**src/rtl/arbitro_wrr.sv**
```systemverilog
// ---------------------------------------------------------------------------
// arbitro_wrr
// Weighted round-robin arbiter moving words from four first-word-fall-through
// input FIFOs (P0..P3) to four output FIFOs, one word per cycle. Each input
// queue receives a turn of up to QUOTAn words. Every word is routed to the
// output FIFO named by its top two bits. A turn ends early when the queue runs
// empty, or when its head word has been blocked by an almost-full destination
// for STALL_MAX consecutive cycles.
//
// Ports
//   clk              rising-edge clock
//   reset            asynchronous, active-low reset
//   in_empty[3:0]    empty flags of input FIFOs P0..P3
//   fifo_out         head word of the input FIFO selected by sel
//   out_almost_full  almost-full flags of output FIFOs 0..3
//   sel[1:0]         index of the queue being served (held while arbitrating)
//   pop[3:0]         one-hot pop to input FIFOs (combinational)
//   push[3:0]        one-hot push to output FIFOs (registered)
//   data_out         word written to the output FIFOs (registered)
//   words_fwd[7:0]   wrapping count of words pushed
// ---------------------------------------------------------------------------
module arbitro_wrr #(
   parameter int unsigned WORD_W    = 12,
   parameter logic [3:0]  QUOTA0    = 4'd4,
   parameter logic [3:0]  QUOTA1    = 4'd2,
   parameter logic [3:0]  QUOTA2    = 4'd1,
   parameter logic [3:0]  QUOTA3    = 4'd1,
   parameter logic [3:0]  STALL_MAX = 4'd8
) (
   input  logic              clk,
   input  logic              reset,
   input  logic [3:0]        in_empty,
   input  logic [WORD_W-1:0] fifo_out,
   input  logic [3:0]        out_almost_full,
   output logic [1:0]        sel,
   output logic [3:0]        pop,
   output logic [3:0]        push,
   output logic [WORD_W-1:0] data_out,
   output logic [7:0]        words_fwd
);

   localparam logic [0:0] ST_ARB   = 1'b0;
   localparam logic [0:0] ST_SERVE = 1'b1;

   // Value of stall_cnt on the last tolerated stalled cycle of a turn.
   localparam logic [3:0] STALL_LAST = STALL_MAX - 4'd1;

   // Per-queue turn length; a zero quota still grants one word per turn.
   function automatic logic [3:0] quota_of(input logic [1:0] idx);
      logic [3:0] qv;
      case (idx)
         2'd0:    qv = QUOTA0;
         2'd1:    qv = QUOTA1;
         2'd2:    qv = QUOTA2;
         default: qv = QUOTA3;
      endcase
      return (qv == 4'd0) ? 4'd1 : qv;
   endfunction

   function automatic logic [3:0] onehot4(input logic [1:0] idx);
      return 4'b0001 << idx;
   endfunction

   // First non-empty queue at or after start, wrapping; bit 2 flags a hit.
   function automatic logic [2:0] find_next(input logic [3:0] empty,
                                            input logic [1:0] start);
      logic [2:0] res;
      logic [1:0] cand;
      res = {1'b0, start};
      // Scan from farthest to nearest so the nearest hit wins.
      for (int k = 3; k >= 0; k--) begin
         cand = start + 2'(k);
         if (!empty[cand]) begin
            res = {1'b1, cand};
         end else begin
            res = res;
         end
      end
      return res;
   endfunction

   logic [0:0]        state_r, state_s;
   logic [1:0]        ptr_r, ptr_s;
   logic [1:0]        q_r, q_s;
   logic [3:0]        quota_cnt_r, quota_cnt_s;
   logic [3:0]        stall_cnt_r, stall_cnt_s;
   logic [3:0]        push_r;
   logic [WORD_W-1:0] data_out_r;
   logic [7:0]        words_fwd_r;

   logic [1:0]        dest_s;
   logic [2:0]        search_s;
   logic              pop_en_s;
   logic [3:0]        pop_s;

   assign dest_s   = fifo_out[WORD_W-1 -: 2];
   assign search_s = find_next(in_empty, ptr_r);

   // Next-state and pop decision; priority inside a turn is empty > stall > pop.
   always_comb begin
      state_s     = state_r;
      ptr_s       = ptr_r;
      q_s         = q_r;
      quota_cnt_s = quota_cnt_r;
      stall_cnt_s = stall_cnt_r;
      pop_en_s    = 1'b0;
      pop_s       = 4'd0;
      case (state_r)
         ST_ARB: begin
            if (search_s[2]) begin
               q_s         = search_s[1:0];
               quota_cnt_s = quota_of(search_s[1:0]);
               stall_cnt_s = 4'd0;
               state_s     = ST_SERVE;
            end else begin
               state_s     = ST_ARB;
            end
         end
         ST_SERVE: begin
            if (in_empty[q_r]) begin
               state_s = ST_ARB;
               ptr_s   = q_r + 2'd1;
            end else if (out_almost_full[dest_s]) begin
               stall_cnt_s = stall_cnt_r + 4'd1;
               if (stall_cnt_r == STALL_LAST) begin
                  state_s = ST_ARB;
                  ptr_s   = q_r + 2'd1;
               end else begin
                  state_s = ST_SERVE;
               end
            end else begin
               pop_en_s    = 1'b1;
               pop_s       = onehot4(q_r);
               stall_cnt_s = 4'd0;
               quota_cnt_s = quota_cnt_r - 4'd1;
               // A queue emptying on its last-quota pop leaves here, not via the empty rule.
               if (quota_cnt_r <= 4'd1) begin
                  state_s = ST_ARB;
                  ptr_s   = q_r + 2'd1;
               end else begin
                  state_s = ST_SERVE;
               end
            end
         end
         default: begin
            state_s = ST_ARB;
         end
      endcase
   end

   // Arbiter state registers.
   always_ff @(posedge clk or negedge reset) begin
      if (!reset) begin
         state_r     <= ST_ARB;
         ptr_r       <= 2'd0;
         q_r         <= 2'd0;
         quota_cnt_r <= 4'd0;
         stall_cnt_r <= 4'd0;
      end else begin
         state_r     <= state_s;
         ptr_r       <= ptr_s;
         q_r         <= q_s;
         quota_cnt_r <= quota_cnt_s;
         stall_cnt_r <= stall_cnt_s;
      end
   end

   // Output stage: the popped word is pushed to its destination one cycle later.
   always_ff @(posedge clk or negedge reset) begin
      if (!reset) begin
         push_r     <= 4'd0;
         data_out_r <= {WORD_W{1'b0}};
      end else if (pop_en_s) begin
         push_r     <= onehot4(dest_s);
         data_out_r <= fifo_out;
      end else begin
         push_r     <= 4'd0;
         data_out_r <= data_out_r;
      end
   end

   // Forwarded-word counter, stepping on each cycle a push is presented.
   always_ff @(posedge clk or negedge reset) begin
      if (!reset) begin
         words_fwd_r <= 8'd0;
      end else if (push_r != 4'd0) begin
         words_fwd_r <= words_fwd_r + 8'd1;
      end else begin
         words_fwd_r <= words_fwd_r;
      end
   end

   assign sel       = q_r;
   assign pop       = pop_s;
   assign push      = push_r;
   assign data_out  = data_out_r;
   assign words_fwd = words_fwd_r;

endmodule

```
**config.mk**
```make
export PLATFORM = sky130hd
export DESIGN_NAME = arbitro_wrr
export DESIGN_NICKNAME = d
export VERILOG_FILES = /design/src/rtl/arbitro_wrr.sv
export SDC_FILE = /design/constraint.sdc
export NUM_CORES = 1
export LEC_CHECK = 0
export ABC_AREA = 1
export ABC_CLOCK_PERIOD_IN_PS = 1800
export BUFFER_PORTS_ARGS = -buffer_cell sky130_fd_sc_hd__buf_2
export CAP_MARGIN = 20
export CORE_UTILIZATION = 35
export CTS_CLUSTER_DIAMETER = 200
export DETAILED_ROUTE_END_ITERATION = 7
export PLACE_DENSITY = 0.61
export RECOVER_POWER = 25
export SETUP_SLACK_MARGIN = 0.2
export SYNTH_ARGS = -nofsm -noshare
export SYNTH_HDL_FRONTEND = slang
export SYNTH_SLANG_ARGS = --single-unit
```
**constraint.sdc**
```tcl
create_clock -name clk -period 1.8 [get_ports clk]
set_clock_uncertainty 0.15 [all_clocks]
set_input_delay 0.09 -clock clk [delete_from_list [all_inputs] [get_ports clk]]
set_output_delay 0.09 -clock clk [all_outputs]
set_load 0.1 [all_outputs]
```
==> qor.csv <==
stage,metric,value,unit
run_status,status,"complete, but fails checks",
run_status,failed_checks,setup timing,
logic_synthesis,syn_inst,250,
logic_synthesis,yosys_register_bits,37,
floorplan,initial_core_util,0.3665,
global_route,overflow,0,
logic_synthesis,synth.area.top_cells,"dfrtp_1 46%, nand2_1 15%, ha_1 4.9%, nor2_1 4.4%, nand2_2 4.3%",
global_route,grt_first_pass_wirelength,7548,um
floorplan,dieArea,6111,um^2
worst_setup_path,path_max_fanout,5,
clock_tree,cts_buffer_depth,2,
final_layout,antennaDiodeCount,0,
worst_setup_path,arrival,1630,ps
logic_synthesis,async_flop_share,1.000,
timing,rsz0062_at_grt,true,
worst_setup_path,crit_type,reg -> out,
logic_synthesis,synth_top_area_cell,dfrtp_1,
flow_run,drv_cap,0,
place,dpl_cell_area,2517,um^2
worst_setup_path,worstReg2RegStart,sel[0]$_DFFE_PN0P_,
global_route,grt_pass1_vias,1711,
floorplan,ios,52,
logic_synthesis,ys.flop_type,dfrtp_1,
place,gp_routability_congestion,0.8455,
drt,remaining_drc_errors,0,
logic_synthesis,synth_edf_count,0,
logic_synthesis,yosys_warnings,0,
drt,wire_per_inst,11.40,um
floorplan,die_h,78.17,um
hold_path,hold_path.class,in -> reg,
logic_synthesis,synth_fp_nets,280,
floorplan,rows,27,
worst_setup_path,cp-start-kind,flop,
clock_tree,cts_tree,yes,
final_layout,area_growth,47.01,%
timing,clock.fmax,0.5351,GHz
clock_tree,clkLatencyLatePin,280,ps
final_layout,fin_area,2985,um^2
worst_setup_path,endpoint_kind,primary output,
logic_synthesis,synth_area_per_cell,8.123,um^2
logic_synthesis,yosysMostFrequentCell,nand2_1,
clock_tree,cts_sinks,37,
timing,worst_slew_pin_slew,1173,ps
global_route,grt_max_degree,23,
drt,vias_per_cell,4.512,
clock_tree,clkTransAtPathRegs,80,ps
floorplan,core_area,5540,um^2
drt,drtPass1Iterations,4,
timing,slew_viol_final,0,
timing,min_period_over_period,1.038,
timing,finalSetupViolations,7,
drt,ant_nets,0,
timing,fin_tns_setup,-302.1,ps
worst_setup_path,cp.required,1560,ps
logic_synthesis,synth_top_area_frac,0.4559,
worst_setup_path,r2r-end,quota_cnt_r[1]$_DFFE_PN0P_,
place,portBuffers,51,
clock_tree,numCtsBuffers,5,
logic_synthesis,synth_commonest_cells,"81 x nand2_1, 37 x dfrtp_1, 24 x nor2_1, 19 x inv_1",
clock_tree,h-tree-depth,2,
worst_setup_path,r2r_cells,10,
floorplan,die_x,78.17,um
drt,vias,1841,
logic_synthesis,netlist_area,2031,um^2
timing,hold_violations,0,
final_layout,layout.nets,365,
timing,min_period,1869,ps
logic_synthesis,synth_cell_type_count,28,
worst_setup_path,rrSetupSlack,-20,ps
drt,routed_wl,4650,um
worst_setup_path,crit_end,pop[1],
timing,slew_headroom,0.2180,
logic_synthesis,ys_seq_area_frac,0.4559,
place,hpwl,3273,um
final_layout,n_fill_cell,521,
global_route,grt_util_all_layers,0.1563,
drt,drtIter0Drc,52,
final_layout,drive_above_1_share,0.4345,
global_route,antenna_found_initial,0,
timing,fin_ws,-68.77,ps
clock_tree,clockRootBuffer,clkbuf_8,
worst_setup_path,crit_start,sel[0]$_DFFE_PN0P_,
==> repair_timing <==
action                     4_1_cts  5_1_grt
buffers inserted                 7        5
hold endpoints to repair        35        0
setup endpoints to repair       33       33
resized for setup               12       42
hold buffers                    13        0
pin swaps                        3       15
==> critical path, stage by stage (launching register included) <==
cell and delay (ps):
dfrtp_4 510, a21oi_2 150, o21ai_2 70, nand2_2 90, nand2_4 70, inv_4 70
nand2_8 80, nor2_4 120, buf_12 180
==> how the worst min path moves through the flow <==
stage	slack, ps	cells after the start	start	to
after floorplan	-360	0	reset	data_out[0]$_DFFE_PN0P_
after global placement	-70	1	reset	words_fwd[5]$_DFFE_PN0P_
after detailed placement	-60	1	reset	words_fwd[5]$_DFFE_PN0P_
after CTS	160	2	reset	words_fwd[1]$_DFFE_PN0P_
after global routing	210	3	fifo_out[11]	stall_cnt_r[3]$_DFFE_PN0P_
final	190	5	fifo_out[11]	stall_cnt_r[1]$_DFFE_PN0P_
==> placed cells by master (no fill, tap or decap), types with 2 or more instances in the layout <==
cell,instances
buf_2,47
nand2_2,16
dfrtp_4,8
nand4_1,2
o21ai_2,3
buf_12,5
inv_2,6
buf_6,5
xnor2_1,3
nand3_1,13
nor3_2,3
nor2_1,18
o21ai_0,4
dlygate4sd3_1,13
o21ai_1,5
ha_1,7
nor2_4,5
dfrtp_2,5
nand2_4,7
clkinv_2,2
nand2_1,72
xor2_1,6
dfrtp_1,24
a21oi_2,4
a21oi_1,3
a21oi_4,3
clkbuf_8,5
buf_4,11
inv_1,14
==> sequential cells by signal, summed over array words and instances, names as in the netlist <==
signal / flops
ptr_r: 2
push: 4
quota_cnt_r: 4
data_out: 12
words_fwd: 8
stall_cnt_r: 4
state_r: 1
sel: 2
==> per-stage QoR <==
| step | utilization | instances | hold WS (ps) | setup slack (ps) |
|---|---|---|---|---|
| 6_report | 0.5388 | 408 | 190.1 | -68.77 |
| 5_1_grt | 0.5388 | 408 | 205.6 | -151.2 |
| 4_1_cts | 0.5093 | 403 | 163.5 | -23.26 |
| 3_5_place_dp | 0.4544 | 375 | -61.23 | -3.532 |
| 3_3_place_gp | 0.4544 | 375 | -65.80 | 31.40 |
| 2_1_floorplan | - | 250 | -355.6 | -261.6 |
==> final cells by class <==
class,count,area [um^2],share of cell area
timing repair buffer,83,623.1,0.2087
clock buffer,5,68.82,0.02305
clock inverter,3,17.52,0.005868
sequential,37,962.2,0.3223
tap,72,90.09,0.03018
inverter,23,101.3,0.03395
multi-input combinational,185,1122,0.3759
==> layer usage <==
layer | share of wire | wire length [um] | global-route usage
met5 | 0 | 0 | 0
met4 | 0.016 | 74 | 0.06111
met3 | 0.038 | 176 | 0.03372
met2 | 0.49 | 2291 | 0.2605
met1 | 0.45 | 2106 | 0.1972
==> cell families (layout without fill, tap and decap cells) <==
family,after synthesis,in the layout,synth area share
simple gates,141,141,0.3001
flops,37,37,0.4559
buf+inv,28,114,0.06901
compound gates,26,26,0.08134
xor+xnor,9,9,0.03882
fa+ha+maj,8,8,0.04929
mux,1,1,0.005545
Power is left out: the tool's default activity adds up to more than one toggle a clock period on the data nets, which glitch-free logic cannot reach.
